$ cat src/rtl/sobel_pkg.sv
`default_nettype none
// ============================================================================
// Module : sobel_pkg
// Brief  : Shared Sobel pipeline constants, pixel type and mask FSM states.
// Rev    : 1.0
// ============================================================================
package sobel_pkg;

    localparam int PIX_W      = 12;
    localparam int IMG_WIDTH  = 640;
    localparam int IMG_HEIGHT = 480;

    typedef logic [PIX_W-1:0] pixel_t;

    typedef enum logic [0:0] {
        IDLE   = 1'b0,
        ACTIVE = 1'b1
    } mask_state_t;

endpackage : sobel_pkg
`default_nettype wire

$ cat src/rtl/sobel_pos_counter.sv
`default_nettype none
// ============================================================================
// Module : sobel_pos_counter
// Brief  : Column/row position of the current pixel with line wrap and row saturation.
// Rev    : 1.0
// ============================================================================
module sobel_pos_counter #(
    parameter int IMG_WIDTH  = 640,
    parameter int IMG_HEIGHT = 480
) (
    input  logic                          iCLK,
    input  logic                          rst_n,
    input  logic                          clear_i,
    input  logic                          adv_i,
    output logic [$clog2(IMG_WIDTH)-1:0]  col_o,
    output logic [$clog2(IMG_HEIGHT)-1:0] row_o,
    output logic                          row_ovf_o
);
    import sobel_pkg::*;

    localparam int CW = $clog2(IMG_WIDTH);
    localparam int RW = $clog2(IMG_HEIGHT);
    localparam logic [CW-1:0] c_COL_LAST = CW'(IMG_WIDTH - 1);
    localparam logic [RW-1:0] c_ROW_LAST = RW'(IMG_HEIGHT - 1);

    logic [CW-1:0] col_q, col_d, col_base;
    logic [RW-1:0] row_q, row_d, row_base;
    logic          full_q, full_d, full_base;

    // A clear in the same cycle as an advance makes that pixel position (0,0).
    always_comb begin
        col_base  = clear_i ? '0 : col_q;
        row_base  = clear_i ? '0 : row_q;
        full_base = clear_i ? 1'b0 : full_q;
        col_d     = col_base;
        row_d     = row_base;
        full_d    = full_base;
        if (adv_i) begin
            if (col_base == c_COL_LAST) begin
                col_d = '0;
                if (row_base == c_ROW_LAST) begin
                    full_d = 1'b1;
                end else begin
                    row_d = row_base + 1'b1;
                end
            end else begin
                col_d = col_base + 1'b1;
            end
        end
    end

    always_ff @(posedge iCLK or negedge rst_n) begin
        if (!rst_n) begin
            col_q  <= '0;
            row_q  <= '0;
            full_q <= 1'b0;
        end else begin
            col_q  <= col_d;
            row_q  <= row_d;
            full_q <= full_d;
        end
    end

    assign col_o     = col_base;
    assign row_o     = row_base;
    // Any pixel arriving after the last line has completed is one line too many.
    assign row_ovf_o = adv_i & full_base;

endmodule : sobel_pos_counter
`default_nettype wire

$ cat src/rtl/sobel_border_mask.sv
`default_nettype none
// ============================================================================
// Module : sobel_border_mask
// Brief  : Masks incomplete-window border pixels, optional threshold, grey RGB out.
// Rev    : 1.0
// ============================================================================
module sobel_border_mask #(
    parameter int IMG_WIDTH  = sobel_pkg::IMG_WIDTH,
    parameter int IMG_HEIGHT = sobel_pkg::IMG_HEIGHT,
    parameter int PIX_W      = sobel_pkg::PIX_W
) (
    input  logic             iCLK,
    input  logic             rst_n,
    input  logic             iFVAL,
    input  logic             iDVAL,
    input  logic [PIX_W-1:0] iPixel,
    input  logic             iThreshEn,
    input  logic [PIX_W-1:0] iThresh,
    output logic             oDVAL,
    output logic [PIX_W-1:0] oRed,
    output logic [PIX_W-1:0] oGreen,
    output logic [PIX_W-1:0] oBlue,
    output logic             oFrameDone,
    output logic             oLineErr
);
    import sobel_pkg::*;

    localparam int CW = $clog2(IMG_WIDTH);
    localparam int RW = $clog2(IMG_HEIGHT);
    localparam logic [CW-1:0] c_COL_LAST = CW'(IMG_WIDTH - 1);

    mask_state_t      state_q;
    logic             fval_q;
    logic             dval_q;
    logic [PIX_W-1:0] pix_q;
    logic             done_q;
    logic             err_q;

    logic [CW-1:0]    w_col;
    logic [RW-1:0]    w_row;
    logic             w_row_ovf;
    logic             w_start, w_end, w_pix, w_mid_line, w_masked;
    logic [PIX_W-1:0] w_value;

    assign w_start = (state_q == IDLE) & iFVAL & ~fval_q;
    assign w_end   = (state_q == ACTIVE) & ~iFVAL & fval_q;
    assign w_pix   = iDVAL & ((state_q == ACTIVE) | w_start);

    // Column position after this cycle's pixel (if any) has been counted.
    assign w_mid_line = iDVAL ? (w_col != c_COL_LAST) : (w_col != '0);

    assign w_masked = (w_col < CW'(2)) || (w_row < RW'(2));

    always_comb begin
        w_value = '0;
        if (!w_masked) begin
            if (iThreshEn) begin
                w_value = (iPixel >= iThresh) ? '1 : '0;
            end else begin
                w_value = iPixel;
            end
        end
    end

    sobel_pos_counter #(
        .IMG_WIDTH  (IMG_WIDTH),
        .IMG_HEIGHT (IMG_HEIGHT)
    ) u_pos (
        .iCLK      (iCLK),
        .rst_n     (rst_n),
        .clear_i   (w_start),
        .adv_i     (w_pix),
        .col_o     (w_col),
        .row_o     (w_row),
        .row_ovf_o (w_row_ovf)
    );

    // fval_q resets high so a frame already running at reset release is skipped.
    always_ff @(posedge iCLK or negedge rst_n) begin
        if (!rst_n) begin
            state_q <= IDLE;
            fval_q  <= 1'b1;
            dval_q  <= 1'b0;
            pix_q   <= '0;
            done_q  <= 1'b0;
            err_q   <= 1'b0;
        end else begin
            fval_q <= iFVAL;
            dval_q <= w_pix;
            done_q <= w_end;
            if (w_pix) begin
                pix_q <= w_value;
            end
            if (w_start) begin
                state_q <= ACTIVE;
            end else if (w_end) begin
                state_q <= IDLE;
            end
            if (w_row_ovf || (w_end && w_mid_line)) begin
                err_q <= 1'b1;
            end
        end
    end

    assign oDVAL      = dval_q;
    assign oRed       = pix_q;
    assign oGreen     = pix_q;
    assign oBlue      = pix_q;
    assign oFrameDone = done_q;
    assign oLineErr   = err_q;

endmodule : sobel_border_mask
`default_nettype wire
$ cat config.mk
export PLATFORM = sky130hd
export DESIGN_NAME = sobel_border_mask
export DESIGN_NICKNAME = d
export VERILOG_FILES = /design/src/rtl/sobel_pkg.sv /design/src/rtl/sobel_pos_counter.sv /design/src/rtl/sobel_border_mask.sv
export SDC_FILE = /design/constraint.sdc
export NUM_CORES = 1
export LEC_CHECK = 0
export ABC_AREA = 1
export CORE_MARGIN = 5
export CORE_UTILIZATION = 50
export CTS_CLUSTER_DIAMETER = 120
export DETAILED_ROUTE_END_ITERATION = 8
export PLACE_DENSITY = 0.81
export SLEW_MARGIN = 20
export SYNTH_ARGS = -nofsm -noshare
export SYNTH_HDL_FRONTEND = slang
export SYNTH_SLANG_ARGS = --single-unit
$ cat constraint.sdc
create_clock -name iCLK -period 2.2 [get_ports iCLK]
set_input_delay 0.44 -clock iCLK [delete_from_list [all_inputs] [get_ports iCLK]]
set_output_delay 0.44 -clock iCLK [all_outputs]
set_load 0.05 [all_outputs]
Word-level counts from Yosys, hierarchy flattened
Cells that the tools add are included.
W data, S select, Z words.
{"block": "totals", "reg_bits": 37, "elab_cells": 49}
{"block": "classes", "n_addsub": 2, "order_cmp": 3, "n_eq_ne": 3, "mux": 17, "n_bitwise": 10, "n_reduce_logical": 5}
{"cell": "$mux W12", "n": 3}
{"cell": "$mux W9", "n": 4}
{"cell": "$mux W10", "n": 3}
{"cell": "$ge A12 B12 Y1", "n": 1}
{"cell": "$add A10 B1 Y10 const B", "n": 1}
{"cell": "$eq A10 B10 Y1 const B", "n": 1}
{"cell": "$lt A10 B2 Y1 const B", "n": 1}
{"cell": "$ne A10 B10 Y1 const B", "n": 1}
{"cell": "$reduce_bool A10 Y1", "n": 1}
{"cell": "$add A9 B1 Y9 const B", "n": 1}
{"cell": "$eq A9 B9 Y1 const B", "n": 1}
{"cell": "$lt A9 B2 Y1 const B", "n": 1}
{"cell": "$mux W1", "n": 7}
{"cell": "$and A1 B1 Y1", "n": 6}
{"cell": "$not A1 Y1", "n": 3}
{"cell": "$logic_or A1 B1 Y1", "n": 2}
{"cell": "$reduce_bool A2 Y1", "n": 1}
{"cell": "$logic_and A1 B1 Y1", "n": 1}
{"cell": "$or A1 B1 Y1", "n": 1}

Longest topological paths before layout
{"block": "logic_depth", "ltp_word": 8, "mapped_depth": 12, "mapped_depth_nobuf": 11}

Cells and area by module
From an unflattened synthesis, not the netlist that was laid out.
{"block": "unflattened", "cells_unflattened": 406, "area_unflattened_um2": 2775.2}
{"module": "sobel_border_mask", "n_inst": 1, "cells_each": 209, "area_each_um2": 1418.9}
{"module": "sobel_pos_counter", "n_inst": 1, "cells_each": 197, "area_each_um2": 1356.3}

Worst setup path before layout
No wires, ideal clock.
{"block": "synth_path", "kind": "input to register", "start": "input iThresh[11]", "end": "register pix_q[10], in the netlist oBlue[10]", "t_arrival_ps": 1585, "setup_slack_ps": 549, "stages": 11, "cell_sequence": "inv_1 > ha_1 > nand2_1 > inv_1 > nand3_1 > a21oi_1 > nor2_1 > nand2_1 > buf_1 > nand4_1 > nand2_1"}
{"block": "synth_via", "elab_chain_len": 4}
{"item": "from (decl)", "line": "sobel_border_mask.sv:18", "text": "input logic [PIX_W-1:0] iThresh,"}
{"item": "$ge A12 B12 Y1", "line": "sobel_border_mask.sv:58", "text": "w_value = (iPixel >= iThresh) ? '1 : '0;"}
{"item": "$mux W12", "line": "sobel_border_mask.sv:58"}
{"item": "$mux W12", "line": "sobel_border_mask.sv:57", "text": "if (iThreshEn) begin"}
{"item": "$mux W12", "line": "sobel_border_mask.sv:56", "text": "if (!w_masked) begin"}
{"item": "to (signal assigned)", "line": "sobel_border_mask.sv:92", "text": "pix_q <= w_value;"}
{"item": "to (decl)", "line": "sobel_border_mask.sv:35", "text": "logic [PIX_W-1:0] pix_q;"}
Every way passes these cells.
A chain may end at the register's enable or synchronous reset.

Worst setup path after layout
{"block": "layout_path", "start": "register pix_q[10], in the netlist oBlue[10]", "end": "output oBlue[10]"}
{"item": "to (decl)", "line": "sobel_border_mask.sv:22", "text": "output logic [PIX_W-1:0] oBlue,"}
No word-level cell between the ends.

==> results.md <==
* Status: completed
* Final number of max-transition violations at 0
* Number of enable-type register cells in the synthesized netlist at 0
* Area growth from synthesis to layout at 26.98%
* Number of cells in the finished layout apart from fillers at ~480
* Kind of cell with the highest combined delay on the critical path: buffers and inverters
* Clk sinks at 37
* Count of buffers added by post-CTS timing repair for setup at 0
* Global Route Usage Sum at roughly 19%
* Top library cells by usage in the layout, fill and taps aside: sky130_fd_sc_hd__nand2_1, sky130_fd_sc_hd__clkdlybuf4s50_1, sky130_fd_sc_hd__inv_1
* Critical path's slowest cell: sky130_fd_sc_hd__clkdlybuf4s50_1
* Initial standard-cell utilization of the core at roughly 52%
* Unrepaired setup endpoints after global routing: false
* Netlist Area Pre-Place at approximately 2600 µm²
* Post_cts resized at 0
* Num CTS Buffers at 5
* Overall die area at approximately 6900 µm²
* Global-route congestion overflow total at 0
* Vert. Die Dim at between 80 and 90 µm
* Number of buffer and inverter instances along the worst setup path at 1
* Least-Margin Pin Slew at between 0.8 and 0.9 ns
* TritonCTS clock tree: built
* Wire length per cell at about 12 µm
* Vias in the first global route at around 2,300
* Crit Path Category: reg -> out
* Clock input transition at the sequential cells of the worst setup and hold paths at 0.08 ns
* Post-route clock skew at approximately 0.0086 ns
* Async set or reset register ratio after synthesis at 100.0%
* Hold Vio Cnt, Final at 0
* Layout Cell Area excl Fill at around 3400 µm²
* Post-placement cell count at 476
* Synth Register Bits at 37
* Cell count after synthesis at between 300 and 400
* Endpoint kind of the worst setup timing path: primary output
* Post-synth net total at 400
* Required @ worst endpoint at ~1.8 ns
* Worst slack after detailed placement at -0.1175 ns
* Post-DR vias/cell at a little under 5
* Post-route fraction of the period consumed by the critical path at around nine tenths
* Power, Total at between 1.5 and 2 mW
* Peak supply drop at just over 0.3 mV
* CORE AREA at between 5000 and 6000 µm²
* Number of H-tree levels at 2
* GP Congestion at ~0.85
* WP data arrival at between 1.5 and 2 ns
* Slack of the critical path at between 0.2 and 0.25 ns
* # port buffers at 67
* Clock tree root driver cell: sky130_fd_sc_hd__clkbuf_8
* Most frequent standard cell in the layout excluding fill and tap cells: sky130_fd_sc_hd__nand2_1
* Worst Path Max Fanout at 4
* Post-detailed-routing wire length at 5792 µm
* Setup_tns at 0 ns
* Post-layout nets at 455
* Antenna violations before repair at 0
* Final period demand of the worst path at about 2 ns
* Diodes inserted at 0
* Cell row count at 26
* Horizontal die dimension at slightly above 80 µm
* Crit path launch type: flip-flop
* Slew HR at between 40% and 50%
* Wire length of the first global-routing pass at about 10000 µm
* Path category of the worst min-delay check: in -> async
* Dominant synthesized flop cell: sky130_fd_sc_hd__dfrtp_1
* Final setup violation count at 0
* Fraction of final layout cells with drive strength greater than 1 at around an eighth
* DRC viols at 0
* Fill cell instance count of the final layout at roughly 480
* Number of detailed-routing iterations run before antenna repair at 4
* Cell variety after synth at 35
* Max Root-Sink Buffers at 2
* Boundary pin count at approximately 70
* Final core utilization at roughly two thirds
* Leakage at 1.765 nW
* Tightest hold margin at 0.2280 ns
* Max frequency at around 0.50 GHz
* Seq/Total Area, Yosys at a little over a third
* Initial drt markers at around 120
* Hold bufs inserted after CTS at 0
* Clk_lat worst skew at roughly 0.30 ns
* Slowest stage delay, CP at just over 0.8 ns
* Area of placed instances at 3277 µm²
* Pin count of the biggest net entering global routing at 38
* Number of nets with antenna violations after routing at 0
* Number of warnings issued by yosys at 0
* Max capacitance violation total at 0
* Routed vias at roughly 2,400
* Post-DP HPWL at roughly 4600 µm
* Power density relative to cell area at around 520 nW/µm²
* Syn avg cell area at 7.395 µm²
* Critical path, cell by cell: clkdlybuf4s50_1
==> report_power, final <==
part	internal [mW]	total (mW)	switching (mW)
Sequential	0.732	0.783	0.0516
Combinational	0.187	0.504	0.317
Clock	0.220	0.470	0.250
==> flip-flops by register name, summed over array words and instances, names as in the netlist <==
name	flops
oFrameDone	1
fval_q	1
state_q	1
u_pos.full_q	1
oDVAL	1
u_pos.col_q	10
oLineErr	1
u_pos.row_q	9
oBlue	12
==> synthesized netlist by cell type, types with 3 or more instances <==
master	n	share of area, %
sky130_fd_sc_hd__nand2_1	103	15
sky130_fd_sc_hd__inv_1	52	7.4
sky130_fd_sc_hd__dfrtp_1	36	34
sky130_fd_sc_hd__buf_4	26	7.4
sky130_fd_sc_hd__nand3_1	24	4.5
sky130_fd_sc_hd__nor2_1	19	2.7
sky130_fd_sc_hd__nand4_1	16	3.8
sky130_fd_sc_hd__ha_1	13	6.1
sky130_fd_sc_hd__or2_2	11	2.6
sky130_fd_sc_hd__o21ai_0	9	1.7
sky130_fd_sc_hd__a21oi_1	6	1.1
sky130_fd_sc_hd__inv_2	5	0.71
sky130_fd_sc_hd__nor3_1	4	0.76
sky130_fd_sc_hd__nor2_2	3	0.71
sky130_fd_sc_hd__xor2_1	3	0.99
==> cell families (layout without fill, tap and decap cells) <==
kind of cell               count (synthesis)  after routing  synth area share [%]
DFF                                       37             37                 35.02
AOI/OAI and AO/OA                         21             21                 4.395
buffers and inverters                     90            146                 17.67
xor gates and xnor gates                   5              5                 1.654
adders and majority gates                 13             13                 6.144
and+or+nand+nor                          192            192                 35.11
==> per-layer routing <==
metal	global-route usage [%]	routed length, µm	vias up
met3	4.447	331	8
met4	5.556	75	0
met5	0	0	-
met1	21.99	2466	1111
met2	33.09	2919	66
li1	-	-	1210
==> final timing paths <==
path / start / endpoint / slack, ns / cells past startpoint
max: oBlue[10] / oBlue[10] / 0.21 / 1
min reg2reg: u_pos.full_q / u_pos.full_q / 0.53 / 2
min in group iCLK: u_pos.full_q / u_pos.full_q / 0.53 / 2
max reg2reg: fval_q / u_pos.col_q[9] / 0.31 / 10
max in group asynchronous: rst_n / u_pos.col_q[9] / 1.45 / 1
min: rst_n / u_pos.col_q[4] / 0.23 / 1
==> final cells by class <==
| cell class | count | area [µm²] | share of cell area (%) |
|---|---|---|---|
| inverters | 57 | 214.0 | 6.364 |
| repair buffers | 81 | 795.8 | 23.67 |
| multi-input cells | 231 | 1255 | 37.33 |
| clock buffers | 6 | 72.57 | 2.159 |
| well taps | 70 | 87.58 | 2.605 |
| flip-flops and latches | 37 | 927.1 | 27.58 |
| clock inverters | 2 | 10.01 | 0.2977 |
Power figures use the tool's default switching activity.
